`config.mk`:
```
export PLATFORM = sky130hd
export DESIGN_NAME = ocp_slave_mem
export DESIGN_NICKNAME = d
export VERILOG_FILES = /design/src/rtl/ocp_slave_mem.sv
export SDC_FILE = /design/constraint.sdc
export NUM_CORES = 1
export LEC_CHECK = 0
export ABC_AREA = 1
export CAP_MARGIN = 5
export CORE_ASPECT_RATIO = 0.6
export CORE_MARGIN = 3
export CORE_UTILIZATION = 50
export CTS_BUF_LIST = sky130_fd_sc_hd__clkbuf_2 sky130_fd_sc_hd__clkbuf_4 sky130_fd_sc_hd__clkbuf_8
export CTS_CLUSTER_SIZE = 30
export DETAILED_ROUTE_END_ITERATION = 10
export GPL_TIMING_DRIVEN = 0
export PLACE_DENSITY_LB_ADDON = 0.3
export SYNTH_ARGS = -nofsm -noshare
export SYNTH_HDL_FRONTEND = slang
export SYNTH_SLANG_ARGS = --single-unit
```
`constraint.sdc`:
```
create_clock -name Clk -period 2.6 [get_ports Clk]
set_clock_uncertainty 0.2 [all_clocks]
set_input_delay 0.78 -clock Clk [delete_from_list [all_inputs] [get_ports Clk]]
set_output_delay 0.78 -clock Clk [all_outputs]
set_load 0.005 [all_outputs]
```
`src/rtl/ocp_slave_mem.sv`:
```
// OCP 2.2 slave endpoint with a small word-addressed memory.
// It accepts single and precise incrementing bursts: writes are posted, and
// reads return after a fixed latency. Programmable wait states on SCmdAccept
// precede the first beat of each burst.
module ocp_slave_mem #(
    parameter int MADDR_WIDTH = 64,
    parameter int MDATA_WIDTH = 8,
    parameter int MEM_AW      = 4,
    parameter int ADDR_SHIFT  = 2,
    parameter int ACCEPT_WAIT = 0,
    parameter int RD_LAT      = 1
) (
    input  logic                   Clk,
    input  logic                   reset,
    input  logic [MADDR_WIDTH-1:0] MAddr,
    input  logic [2:0]             MCmd,
    input  logic [MDATA_WIDTH-1:0] MData,
    input  logic [9:0]             MBurstLength,
    input  logic                   MReqLast,
    output logic                   SCmdAccept,
    output logic [1:0]             SResp,
    output logic [MDATA_WIDTH-1:0] SData,
    output logic                   SRespLast,
    output logic                   proto_err
);

    localparam int DEPTH = 1 << MEM_AW;

    localparam logic [2:0] CMD_IDLE = 3'b000;
    localparam logic [2:0] CMD_WR   = 3'b001;
    localparam logic [2:0] CMD_RD   = 3'b010;

    localparam logic [1:0] RESP_NULL = 2'b00;
    localparam logic [1:0] RESP_DVA  = 2'b01;
    localparam logic [1:0] RESP_ERR  = 2'b11;

    typedef enum logic [1:0] {S_IDLE, S_WAIT, S_BURST} state_e;

    typedef struct packed {
        logic [1:0]             resp;
        logic [MDATA_WIDTH-1:0] data;
        logic                   last;
    } rsp_t;

    state_e                 state_q, state_d;
    logic [2:0]             wait_q, wait_d;
    logic [9:0]             len_q, len_d;
    logic [9:0]             cnt_q, cnt_d;
    logic                   proto_err_q, proto_err_d;
    logic [MDATA_WIDTH-1:0] sdata_q, sdata_d;
    logic [MDATA_WIDTH-1:0] mem_q [DEPTH];
    logic [MDATA_WIDTH-1:0] mem_d [DEPTH];
    rsp_t                   pipe_q [RD_LAT];
    rsp_t                   pipe_d [RD_LAT];

    logic [MADDR_WIDTH-1:0] word_idx;
    logic                   in_range;
    logic [MEM_AW-1:0]      mem_idx;

    logic       cmd_valid, is_wr, is_rd, first_beat, beat_last, accept;
    logic [9:0] req_len, beat_len, beat_pos;
    rsp_t       new_rsp;

    // Word index from the byte address; any index bit above the array is out of range.
    assign word_idx = MAddr >> ADDR_SHIFT;
    assign in_range = (word_idx >> MEM_AW) == '0;
    assign mem_idx  = word_idx[MEM_AW-1:0];

    // Beat qualification: acceptance, burst length and position of the current beat.
    always_comb begin
        // NOTE: every signal written here gets a default before any branch, so no path can leave one unassigned and infer a latch.
        cmd_valid  = MCmd != CMD_IDLE;
        is_wr      = MCmd == CMD_WR;
        is_rd      = MCmd == CMD_RD;
        req_len    = 10'd1;
        if ((is_wr || is_rd) && MBurstLength != 10'd0) begin
            req_len = MBurstLength;
        end
        first_beat = state_q != S_BURST;
        beat_len   = first_beat ? req_len : len_q;
        beat_pos   = first_beat ? 10'd1 : cnt_q + 10'd1;
        beat_last  = beat_pos == beat_len;
        accept     = 1'b0;
        case (state_q)
            S_IDLE:  accept = cmd_valid && (ACCEPT_WAIT == 0);
            S_WAIT:  accept = cmd_valid && (wait_q == 3'd0);
            S_BURST: accept = cmd_valid;
            default: accept = 1'b0;
        endcase
        if (reset) begin
            accept = 1'b0;
        end
    end

    assign SCmdAccept = accept;

    // Next state: wait-state countdown, burst beat counting and protocol check.
    always_comb begin
        state_d     = state_q;
        wait_d      = wait_q;
        len_d       = len_q;
        cnt_d       = cnt_q;
        proto_err_d = proto_err_q;
        case (state_q)
            S_IDLE: begin
                // The idle cycle itself is the first wait cycle, hence the -1.
                if (cmd_valid && ACCEPT_WAIT != 0) begin
                    state_d = S_WAIT;
                    wait_d  = 3'(ACCEPT_WAIT - 1);
                end
            end
            S_WAIT: begin
                if (!cmd_valid) begin
                    state_d = S_IDLE;
                end else if (wait_q != 3'd0) begin
                    wait_d = wait_q - 3'd1;
                end
            end
            default: ;
        endcase
        if (accept) begin
            if (MReqLast != beat_last) begin
                proto_err_d = 1'b1;
            end
            if (beat_last) begin
                state_d = S_IDLE;
                cnt_d   = 10'd0;
            end else begin
                state_d = S_BURST;
                cnt_d   = beat_pos;
                len_d   = beat_len;
            end
        end
    end

    // Memory write and response pipeline; a WR never shares a cycle with an RD.
    always_comb begin
        mem_d = mem_q;
        if (accept && is_wr && in_range) begin
            mem_d[mem_idx] = MData;
        end
        new_rsp = '0;
        if (accept && !is_wr) begin
            if (is_rd && in_range) begin
                new_rsp.resp = RESP_DVA;
                new_rsp.data = mem_q[mem_idx];
                new_rsp.last = beat_last;
            end else if (is_rd) begin
                new_rsp.resp = RESP_ERR;
                new_rsp.last = beat_last;
            end else begin
                new_rsp.resp = RESP_ERR;
                new_rsp.last = 1'b1;
            end
        end
        pipe_d[0] = new_rsp;
        for (int i = 1; i < RD_LAT; i++) begin
            pipe_d[i] = pipe_q[i-1];
        end
        sdata_d = (pipe_d[RD_LAT-1].resp != RESP_NULL) ? pipe_d[RD_LAT-1].data : sdata_q;
    end

    // State registers with synchronous reset.
    always_ff @(posedge Clk) begin
        // NOTE: non-blocking (<=) so every flop samples its pre-edge _d value regardless of statement order.
        if (reset) begin
            state_q     <= S_IDLE;
            wait_q      <= '0;
            len_q       <= '0;
            cnt_q       <= '0;
            proto_err_q <= 1'b0;
            sdata_q     <= '0;
            // NOTE: the array is small flop storage that must read back 0 after reset, so it is cleared with the rest of the state.
            for (int i = 0; i < DEPTH; i++) begin
                mem_q[i] <= '0;
            end
            for (int i = 0; i < RD_LAT; i++) begin
                pipe_q[i] <= '0;
            end
        end else begin
            state_q     <= state_d;
            wait_q      <= wait_d;
            len_q       <= len_d;
            cnt_q       <= cnt_d;
            proto_err_q <= proto_err_d;
            sdata_q     <= sdata_d;
            mem_q       <= mem_d;
            pipe_q      <= pipe_d;
        end
    end

    assign SResp     = pipe_q[RD_LAT-1].resp;
    assign SRespLast = pipe_q[RD_LAT-1].last;
    assign SData     = sdata_q;
    assign proto_err = proto_err_q;

endmodule

```
# --- Yosys cells after proc, flatten, opt, wreduce, memory -nomap -nowiden ---
# Index checks and enable logic that the tools add are counted.
classes:
  n_reduce_logical: 23
  order_cmp: 2
  eq_ne: 8
  addsub: 2
  muxes: 21
  bitwise_logic: 3
op_table:
  columns: ["cell", "count"]
  rows:
  - ["$bwmux W128", 1]
  - ["$logic_not A64 Y1", 1]
  - ["$mux W10", 4]
  - ["$bmux W8 S4", 1]
  - ["$demux W8 S4", 1]
  - ["$mux W8", 4]
  - ["$mux W11", 1]
  - ["$add A10 B1 Y10 const B", 1]
  - ["$eq A10 B10 Y1", 1]
  - ["$mux W2", 5]
  - ["$reduce_bool A10 Y1", 1]
  - ["$logic_and A1 B1 Y1", 7]
  - ["$reduce_and A2 Y1", 3]
  - ["$reduce_bool A3 Y1", 2]
  - ["$ge A5 B5 Y1 const B", 1]
  - ["$lt A5 B1 Y1 const B", 1]
  - ["$not A4 Y5", 1]
  - ["$reduce_bool A2 Y1", 2]
  - ["$reduce_or A2 Y1", 2]
  - ["$eq A3 B1 Y1 const B", 1]
  - ["$eq A3 B2 Y1 const B", 1]
  - ["$logic_not A3 Y1", 1]
  - ["$mux W1", 3]
  - ["$reduce_and A3 Y1", 1]
  - ["other kinds (11)", 12]
totals:
  input_bits: 88
  wordCells: 83
  output_inout_bits: 13
  ff_bits: 165

# --- Logic depth before layout (Yosys ltp) ---
logic_depth:
  ltp_word: 10
  mapped_depth: 15

# --- Worst setup path before layout ---
# OpenSTA, ideal clock, no wires.
synth_path:
  path_kind: "input port to flip-flop"
  from: "input MBurstLength[1]"
  to: "register len_q[2]"
  path_buffers: 1
  setup_slack_ns: 0.120
  cell_stages: 12
  arrival_time_ns: 2.165
  path_cell_list: "or2_2 nor2_1 nand2_1 nand3_1 o21ai_0 nand2_1 nand3_1 nor2_1 nand3_1 buf_2 a21oi_1 nor2_1"
synth_between:
  elab_chain_cells: 7
synth_rtl:
  columns: ["item", "line", "text"]
  rows:
  - ["from (decl)", "18", "input logic [9:0] MBurstLength,"]
  - ["$reduce_bool A10 Y1", "76", "if ((is_wr || is_rd) && MBurstLength != 10'd0) begin"]
  - ["$logic_and A1 B1 Y1", "76", null]
  - ["$mux W10 *", "76", null]
  - ["$mux W10 *", "80", "beat_len = first_beat ? req_len : len_q;"]
  - ["$eq A10 B10 Y1", "82", "beat_last = beat_pos == beat_len;"]
  - ["$not A1 Y1 (no source line)", null, null]
  - ["$reduce_and A2 Y1 (no source line)", null, null]
  - ["to (signal assigned)", "183", "len_q <= len_d;"]
  - ["to (decl)", "47", "logic [9:0] len_q, len_d;"]
# Every way passes the cells marked *; elsewhere a longest branch is shown, timed or not.
# A chain may end at the register's enable or synchronous reset.

# --- Final worst setup path ---
layout_path:
  from: "input MAddr[11]"
  to: "register mem_q[39] (netlist name)"
layout_between:
  elab_chain_cells: 2
layout_rtl:
  columns: ["item", "line", "text"]
  rows:
  - ["from (decl)", "15", "input logic [MADDR_WIDTH-1:0] MAddr,"]
  - ["$logic_not A64 Y1", "66", "assign in_range = (word_idx >> MEM_AW) == '0;"]
  - ["$logic_and A1 B1 Y1", "139", "if (accept && is_wr && in_range) begin"]
  - ["to (signal assigned)", "187", "mem_q <= mem_d;"]
  - ["to (decl)", "51", "logic [MDATA_WIDTH-1:0] mem_q [DEPTH];"]
# No other way between the ends.

==> flow_metrics.env <==
export IMPL_outcome="finished with violations"
export IMPL_violations="setup timing"
export IMPL_synth_edff_count=0
export IMPL_hpwlAfterDp_um=19570
export IMPL_synth_ff_type="dfxtp_1"
export IMPL_fp_dieH_um=100.6
export IMPL_io_pins=101
export IMPL_h_tree_depth=4
export IMPL_reg2reg_slack_ns=0.15
export IMPL_instances_no_fill=1389
export IMPL_crit_required_ns=2.73
export IMPL_cts_path_max_buffers=2
export IMPL_cp_top_family="simple AND/OR/NAND/NOR gates"
export IMPL_finalMaxSlewViolations=0
export IMPL_final_setup_viol_count=12
export IMPL_viasPerCell=6.435
export IMPL_worst_pin_slew_ns=0.9096
export IMPL_drive_above_1_share=0.1890
export IMPL_syn_num_nets=1146
export IMPL_post_synth_cell_area_avg_um2=7.061
export IMPL_slowest_delay_ns=0.42
export IMPL_vias=8938
export IMPL_hold_viol_final=0
export IMPL_power_total_mw=5.425
export IMPL_r2r_start="cnt_q[0]"
export IMPL_grt_pass1_wl_um=43210
export IMPL_hold_path_end="mem_q[104]"
export IMPL_final_setup_worst_slack_ns=-0.03436
export IMPL_end_kind="register"
export IMPL_min_path_cells=2
export IMPL_cts_root_buf="clkbuf_8"
export IMPL_drt_iter0_drc=1507
export IMPL_final_net_count=1272
export IMPL_remaining_drc_errors=0
export IMPL_path_max_fanout=8
export IMPL_syn_inst=1057
export IMPL_crit_arrival_ns=2.76
export IMPL_start_util=0.5285
export IMPL_first_global_vias=7936
export IMPL_ant_nets=0
export IMPL_dr_pass1_iters=6
export IMPL_rows=33
export IMPL_crit_path_start_kind="input port"
export IMPL_grt_max_degree=17
export IMPL_clock_latency_ns=0.48
export IMPL_critPathBufInv=4
export IMPL_setup_tns_ns=-0.1628
export IMPL_timing_hold_ws_ns=0.2659
export IMPL_worst_ir_drop_vdd_mv=0.3960
export IMPL_routed_wl_um=29690
export IMPL_dieArea_um2=16480
export IMPL_placed_cell_area_um2=8594
export IMPL_crit_chain="clkdlybuf4s50_1, nor4_2, nand4_1, nor2_2, nand2_2, nor3_4, buf_12, buf_8, buf_16, nand2_8, nand2_4, a21oi_1"
export IMPL_timing_rr_end="len_q[6]"
export IMPL_rsz0062_at_grt="true"
export IMPL_timing_final_crit_share=1.013
export IMPL_cts_sinks=161
export IMPL_maxSlewHeadroom=0.3936
export IMPL_core_area_um2=14120
export IMPL_p_leak_nw=3.678
export IMPL_syn_to_final_growth_pct=35.14
export IMPL_fill_cells=1072
export IMPL_track_usage=0.3405
export IMPL_port_buffers=89
export IMPL_yosysSeqAreaShare=0.4319
export IMPL_antenna_found_initial=2
export IMPL_maxCapViolCount=0
export IMPL_cts_buffers=17
export IMPL_rr_worst_depth=14
export IMPL_wire_per_inst_um=21.37
export IMPL_critPathKind="input port to register"
export IMPL_cts_tree="built"
export IMPL_power_density_nw_per_um2=537.9
export IMPL_dp_cells=1338
export IMPL_ys_types=35
export IMPL_netlist_area_um2=7463
export IMPL_min_period_ns=2.634
export IMPL_die_width_um=163.7
export IMPL_grt_overflow_total=0
export IMPL_fmax_ghz=0.3796
export IMPL_clkTransAtPathRegs_ns=0.09
export IMPL_hold_class="register to register"
export IMPL_gp_congestion=0.9721
export IMPL_ys_ff_latch=161
export IMPL_min_from="mem_q[104]"
export IMPL_cp_slowest_cell="clkdlybuf4s50_1"
export IMPL_async_flop_share=0
export IMPL_final_area_um2=10090
export IMPL_yosysWarningCount=0
report_power, final:
group / internal (mW) / switching, mW / total (mW)
Sequential: 2.51 / 0.0253 / 2.53
Clock: 0.754 / 1.03 / 1.78
Combinational: 0.403 / 0.705 / 1.11
through the flow:
step | worst slack [ns] | utilization
finish | -0.03436 | 0.7142
global route | -0.07262 | 0.7142
CTS | -0.008900 | 0.6771
detailed placement | -1.256 | 0.6086
global placement | -1.299 | 0.6086
floorplan | 0.1199 | -
layout by cell type (no fill, tap or decap), drive strengths merged, types with 8 or more instances in the layout:
master	instances
a21oi	155
buf	51
clkbuf	63
clkdlybuf4s50	42
dfxtp	161
dlygate4sd2	26
dlymetal6s2s	18
inv	47
nand2	233
nand3	175
nand3b	8
nand4	14
nor2	64
nor4	14
o21ai	30
o22ai	51
synthesized netlist by cell type, types with 2 or more instances:
cell      instances  area share
a21oi_1         154        0.10
o221ai_1          6      0.0070
and3_1            4      0.0034
inv_1            41       0.021
nand2_1         231        0.12
o22ai_1          51       0.043
nor4_1           14       0.012
o21ai_0          29       0.019
buf_4             4      0.0040
buf_1            10      0.0050
o22a_1            6      0.0070
buf_2            11      0.0074
clkbuf_1         48       0.024
nor2_1           62       0.031
clkinv_1          3      0.0015
nand3b_1          8      0.0080
a22oi_1           5      0.0050
o31ai_1           2      0.0020
a211oi_1          4      0.0040
dfxtp_1         161        0.43
nand4_1          14       0.012
nand3_1         175        0.12
or2_2             2      0.0017
registers in the layout (all words and copies together), names as in the netlist:
name,flops
SData,8
mem_q,128
SResp,2
len_q,10
cnt_q,10
proto_err,1
SRespLast,1
state_q,1
worst max path at each step:
| stage | cells after the start | to | from | slack (ns) |
|---|---|---|---|---|
| after floorplan | 12 | len_q[2] | MBurstLength[1] | 0.12 |
| after global placement | 10 | SData[4] | MAddr[3] | -1.30 |
| after detailed placement | 10 | SData[4] | MAddr[3] | -1.26 |
| after CTS | 13 | mem_q[107] | MAddr[43] | -0.009 |
| after global routing | 11 | mem_q[123] | MAddr[11] | -0.07 |
| final | 12 | mem_q[39] | MAddr[11] | -0.03 |
cells by family (layout without fill, tap and decap cells):
family	Yosys count	in the layout	share of synthesized area
compound gates	260	260	0.1933
xor+xnor	1	1	0.001174
fa+ha+maj	1	1	0.001676
buf+inv	118	257	0.06320
flops	161	161	0.4319
other cells	0	1	0
simple gates	516	516	0.3088
per-layer routing:
layer  wire (um)  global-route usage  vias to the layer above
li1            -                   -                     3955
met1       11720              0.4762                     4093
met2       11530              0.4516                      779
met3        5473              0.1564                      111
met4         961              0.1332                        0
met5           0                   0                        -
repair_timing:
| item | in CTS | in global routing |
|---|---|---|
| setup buffers | 10 | 3 |
| endpoints found under the setup margin | 160 | 159 |
| pin swaps | 33 | 28 |
| gates resized for setup | 190 | 144 |
| cloned | 5 | 1 |
| hold buffers | 0 | 0 |
area by class of cell:
cell class	count	area (um2)	share of cell area
Clock inverter	12	97.59	0.009676
Sequential cell	161	3223	0.3196
Inverter	45	183.9	0.01824
Multi-Input combinational cell	778	4451	0.4413
Timing Repair Buffer	107	1127	0.1118
Clock buffer	20	275.3	0.02729
Buffer	73	485.5	0.04813
Antenna cell	1	2.502	0.0002481
Tap cell	192	240.2	0.02382
tightest hold or removal path: stages (launching register included):
cell	delay, ns
dfxtp_1	0.33
nand2_2	0.06
a21oi_2	0.04
No activity file was read; power rests on OpenSTA's default activity.
